<file path="src/rtl/mem_bus_arbiter.sv">
// mem_bus_arbiter: round-robin owner of the shared byte memory port with turnaround and stall watchdog
module mem_bus_arbiter #(
  parameter int ADDR_W  = 32,
  parameter int TIMEOUT = 255,
  parameter int CNT_W   = 8
) (
  input  logic              clk,
  input  logic              rst_n,
  input  logic [1:0]        req,
  output logic [1:0]        gnt,
  input  logic [ADDR_W-1:0] p_addr,
  input  logic [ADDR_W-1:0] c_addr,
  input  logic [7:0]        p_wdata,
  input  logic [7:0]        c_wdata,
  input  logic              p_rd,
  input  logic              c_rd,
  input  logic              p_wr,
  input  logic              c_wr,
  output logic              p_ready,
  output logic              c_ready,
  output logic [ADDR_W-1:0] mem_addr,
  output logic [7:0]        mem_wdata,
  output logic              mem_rd,
  output logic              mem_wr,
  input  logic              mem_ready,
  output logic              timeout_err
);
  typedef enum logic [1:0] {IDLE, OWN, TURN} state_t;
  state_t state, state_nxt;
  logic [1:0] gnt_nxt;
  logic last_owner, last_nxt;
  logic [CNT_W-1:0] wdog, wdog_nxt;
  logic [ADDR_W-1:0] addr_q;
  logic [7:0] wdata_q;
  logic o_req, o_rd, o_wr, stall, abort;
  // Non-owner inputs (possibly x/z) are masked by gnt before reaching memory.
  assign o_req     = |(req & gnt);
  assign o_rd      = (gnt[0] & p_rd) | (gnt[1] & c_rd);
  assign o_wr      = (gnt[0] & p_wr) | (gnt[1] & c_wr);
  assign mem_addr  = gnt[1] ? c_addr : gnt[0] ? p_addr : addr_q;
  assign mem_wdata = gnt[1] ? c_wdata : gnt[0] ? p_wdata : wdata_q;
  assign mem_wr    = o_wr;
  assign mem_rd    = o_rd & ~o_wr;
  assign p_ready   = gnt[0] & mem_ready;
  assign c_ready   = gnt[1] & mem_ready;
  assign stall     = (o_rd | o_wr) & ~mem_ready;
  assign abort     = stall && (wdog == CNT_W'(TIMEOUT - 1));
  always_comb begin
    state_nxt = state;
    gnt_nxt   = gnt;
    last_nxt  = last_owner;
    wdog_nxt  = '0;
    case (state)
      IDLE: if (|req) begin
        state_nxt = OWN;
        gnt_nxt   = (req == 2'b11) ? (last_owner ? 2'b01 : 2'b10) : req;
        last_nxt  = (req == 2'b11) ? ~last_owner : req[1];
      end
      OWN: if (!o_req || abort) begin
        state_nxt = TURN;
        gnt_nxt   = 2'b00;
      end else begin
        wdog_nxt  = stall ? wdog + 1'b1 : '0;
      end
      TURN: state_nxt = IDLE;
      default: begin
        state_nxt = IDLE;
        gnt_nxt   = 2'b00;
      end
    endcase
  end
  always_ff @(posedge clk or negedge rst_n) begin
    if (!rst_n) begin
      state       <= IDLE;
      gnt         <= 2'b00;
      last_owner  <= 1'b1;
      wdog        <= '0;
      timeout_err <= 1'b0;
      addr_q      <= '0;
      wdata_q     <= '0;
    end else begin
      state       <= state_nxt;
      gnt         <= gnt_nxt;
      last_owner  <= last_nxt;
      wdog        <= wdog_nxt;
      timeout_err <= timeout_err | abort;
      addr_q      <= mem_addr;
      wdata_q     <= mem_wdata;
    end
  end
endmodule

</file>
<file path="config.mk">
export PLATFORM = sky130hd
export DESIGN_NAME = mem_bus_arbiter
export DESIGN_NICKNAME = d
export VERILOG_FILES = /design/src/rtl/mem_bus_arbiter.sv
export SDC_FILE = /design/constraint.sdc
export NUM_CORES = 1
export LEC_CHECK = 0
export ABC_AREA = 1
export CORE_ASPECT_RATIO = 1.4
export CORE_MARGIN = 2
export CORE_UTILIZATION = 39
export DETAILED_ROUTE_END_ITERATION = 8
export MAX_ROUTING_LAYER = met4
export PLACE_DENSITY_LB_ADDON = 0.15
export SLEW_MARGIN = 30
export SYNTH_ARGS = -nofsm -noshare
export SYNTH_HDL_FRONTEND = slang
export SYNTH_SLANG_ARGS = --single-unit
</file>
<file path="constraint.sdc">
create_clock -name clk -period 1.64 [get_ports clk]
set_input_delay 0.164 -clock clk [delete_from_list [all_inputs] [get_ports clk]]
set_output_delay 0.164 -clock clk [all_outputs]
set_load 0.01 [all_outputs]
</file>
Word-level counts from Yosys, hierarchy flattened
Cells that the tools add are included.

Word-level logic and storage cells: 56. RAM bits: 0. Memories kept: 0. Register bits after elaboration: 54. Bits in read-only memories: 0. Input bits: 89. Output and inout bits: 47. Latch bits: 0.

Order comparisons: 0. Reductions and logical operators: 9. Multiplexer cells: 16. $mul: 0. Shift-type cells: 0. Add/subtract/negate cells: 1. Equality and inequality tests: 6. Bitwise logic cells: 17. Divide/modulo/power cells: 0.

Operator list (count): $mux 32 (2); $mux 8 (5); $mux 2 (6); $add 8x1->8 const B (1); $and 1x1->1 (8); $eq 8x8->1 const B (1); $pmux 2 s3 (1); $eq 2x2->1 const B (2); $ne 2x2->1 const B (2); $not 1->1 (4); $or 1x1->1 (4); $pmux 2 s2 (1); $reduce_and 2->1 (2); $reduce_or 2->1 (2); $reduce_and 3->1 (1); $and 2x2->2 (1); $eq 2x1->1 const B (1); $logic_not 2->1 (1); $logic_and 1x1->1 (1); $logic_not 1->1 (1); $logic_or 1x1->1 (1); $mux 1 (1).

Longest topological paths before layout
Word-level depth: 8. Mapped depth: 10. Depth with buffers taken out: 9.

Worst setup path before layout
Ideal clock, no wire load.

Path kind: register to output. Start point: register gnt[1]. End point: output mem_addr[10]. Buffers on the path: 2. Data required time: 1.476 ns. Stages on the path, launching flop included: 6. Arrival: 1.198 ns. Setup slack: 0.278 ns. Cells stage by stage: dfrtp_1 -> buf_6 -> inv_1 -> clkbuf_1 -> nor2_1 -> a21oi_1.

Cells in the longest elaborated chain, start to end: 1.

RTL lines: start, declared (line 10) `output logic [1:0] gnt,`; start signal, assigned (line 83) `gnt <= gnt_nxt;`; $mux 32 (line 40) `assign mem_addr = gnt[1] ? c_addr : gnt[0] ? p_addr : addr_q;`; end, declared (line 21) `output logic [ADDR_W-1:0] mem_addr,`.

Every way passes these cells.

Worst setup path after layout
Start point: register gnt[0]. End point: output mem_addr[11].

Cells in the longest elaborated chain, start to end: 2.

RTL lines (line): $mux 32 (2 in series) (40).

Every way passes these cells.

==> results <==
[path summary, 6_finish.rpt]
kind | slack, ns | startpoint | to
worst max register to register | 0.14 | gnt[1] | wdog[6]
worst min register to register | 0.48 | timeout_err | timeout_err
worst max-delay path | -0.06 | gnt[0] | mem_addr[11]
max in group asynchronous | 0.73 | rst_n | addr_q[22]
worst min-delay path | 0.35 | rst_n | addr_q[15]
min in group clk | 0.43 | c_addr[28] | addr_q[28]
[metrics by stage]
step / total power [W] / area (sq um) / utilization / cells
3_3_place_gp: 0.007792 / 4120 / 0.6544 / 522
5_1_grt: 0.01086 / 4785 / 0.7599 / 561
6_report: 0.01026 / 4785 / 0.7599 / 561
3_5_place_dp: 0.007876 / 4120 / 0.6544 / 522
4_1_cts: 0.008908 / 4362 / 0.6928 / 549
2_1_floorplan: 0.004735 / 2555 / - / 309
[layout make-up]
class	count	area, sq um
timing repair buffer	190	1809
clock buffer	8	80.08
tap	72	90.09
sequential	54	1355
inverter	15	61.31
multi-input combinational	222	1389
fill	445	1511
[synth_stat cells (2+ instances only)]
master | number | area, sq um
buf_6 | 2 | 22.52
inv_2 | 3 | 11.26
xor2_1 | 5 | 43.79
a21oi_1 | 81 | 405.4
nand2_1 | 65 | 244.0
nor2_1 | 52 | 195.2
nand3_1 | 5 | 25.02
inv_1 | 12 | 45.04
clkbuf_1 | 10 | 37.54
ha_1 | 2 | 25.02
buf_2 | 5 | 25.02
dfrtp_1 | 53 | 1326
nand2_2 | 4 | 25.02
[what timing repair did]
item / 4_1_cts / 5_1_grt
hold endpoints to repair: 16 / 0
hold buffers: 1 / 0
gates cloned: 4 / 4
gates resized for setup: 207 / 70
setup buffers: 14 / 11
setup endpoints to repair: 46 / 41
pin swaps: 6 / 15
[where the power goes]
group,internal (W),total [W],switching (W)
sequential,0.00195,0.00219,0.000240
clock,0.000305,0.000735,0.000430
combinational,0.00360,0.00734,0.00373
total,0.00585,0.0103,0.00440
[flip-flops by register name, summed over array words and instances (netlist names)]
name / flops
addr_q: 32
wdata_q: 8
wdog: 8
gnt: 2
state: 2
last_owner: 1
timeout_err: 1
[worst max-delay path: stages, from the launching register on]
cell and delay [ns]:
dfrtp_2 0.47, buf_8 0.17, clkbuf_16 0.16, a21oi_2 0.07, a21oi_2 0.19, buf_2 0.17
[cell families (layout without fill, tap and decap cells)]
logic type	Yosys count	in the layout
XOR/XNOR	6	6
AND/OR/NAND/NOR	130	130
adder cells (fa/ha/maj)	2	2
buffers and inverters	33	213
flip-flops	54	54
AO/OA/AOI/OAI	84	84
[per-layer routing]
layer,track usage,routed length (microns)
met1,0.2631,3689
met2,0.4714,5258
met3,0.04317,494
met4,0.07977,214
met5,-,0
==> impl_results.md <==
* Final worst-path cycle share at 1.039
* Post-synthesis adder-cell area fraction at 0.009794
* Final WL at roughly 9700 microns
* Syn avg cell area at just over 8 sq um
* Die Y at 99.77 microns
* Slew Limit Fails at 0
* Critical Path Start Type: flip-flop
* Worst r2r path cells at 6
* Num ports at ~140
* Main synth FF type: dfrtp_1
* Post-Place Setup Slack at -0.1022 ns
* Nets at a little under 600
* GR Util All Layers at 0.2518
* Ant. Diodes at 0
* Setup TNS at -0.2314 ns
* Clk slew on worst S/H paths at roughly 0.1 ns
* Clk_lat worst skew at 0.31 ns
* Total CTS buffers at 5
* Cells after synthesis at slightly above 300
* Root Driver: clkbuf_8
* Mux cell area share after synthesis at 0
* Synth Cell Area at 2555 sq um
* Vias in the first global route at 2973
* Asr flop ratio synth at 1.000
* Distinct cells, synth at 23
* Fin. Hold Viols at 0
* Syn nets at 400
* CTS tree: built
* Antenna-violating nets left at 0
* Peak supply drop at about 0.0013 V
* WL per Instance at about 17 microns
* Post-synth EDFFs at 0
* Simple logic cell fraction of the synthesized area at 0.2135
* Synth Register Bits at between 50 and 60
* RSZ-0062 raised after global routing: true
* Hpwl dp at 5501 microns
* Crit path required time at ~1.5 ns
* Relative slew slack at 0.6667
* FMAX at between 500 and 600 MHz
* Hold Slack at 0.3538 ns
* WP data arrival at 1.54 ns
* Leak at roughly 2.2 nW
* Die area at 7224 sq um
* Initial Util at 0.4058
* Vias per cell at just over 5
* Worst Setup End Kind: output port
* RePlAce Congestion at 0.8334
* Synth Area in Compound Gates at 0.1699
* Largest net degree at the start of global routing at 27
* Via count at around 2900
* Drt first pass iters at 4
* Pwr Density at between 2000 and 2500 nW/um^2
* Post-route DRC at 0
* Chip width at roughly 72 microns
* Post-Synth XOR/XNOR Area at 0.02057
* Most common cell after layout, fill and taps aside: clkdlybuf4s50_1
* Slack of the critical path at -0.06403 ns
* Layout Skew at ~0.008 ns
* CP max FO at 6
* Min Clock Period, post-route at ~1.7 ns
* Largest family of logic cells by synthesized area: simple AND/OR/NAND/NOR gates
* CTS HTree Levels at 2
* Final setup fails at 14
* Most frequent cells in the layout: 89 x clkdlybuf4s50_1, 63 x nand2_1, 57 x a21oi_2
* Proportion of synthesized chip area in sequential cells at 0.5294
* GRT Residual Overflow at 0
* Bufs on Longest Clock Path at 2
* Max_cap viols at 0
* Yosys warnings at 0
* Rows at 34
* Core Area at 6296 sq um
* Outcome: complete, but fails checks
* Area grow syn2layout at 87.27%
* WS Path Type: flip-flop to output port
* Worst hold-check path type: input port to async pin
* Violated checks: setup timing
* First-pass GRT wire length at 13780 microns
* I/O Buffers at ~140
* Worst slew pin tran at 0.4999 ns
* Starting DRC count in detailed routing at 167
* Antenna violations before repair at 0
* Layout cells sized above 1 at 0.3824
* CTS sink cnt at 54
Power figures use the tool's default switching activity.
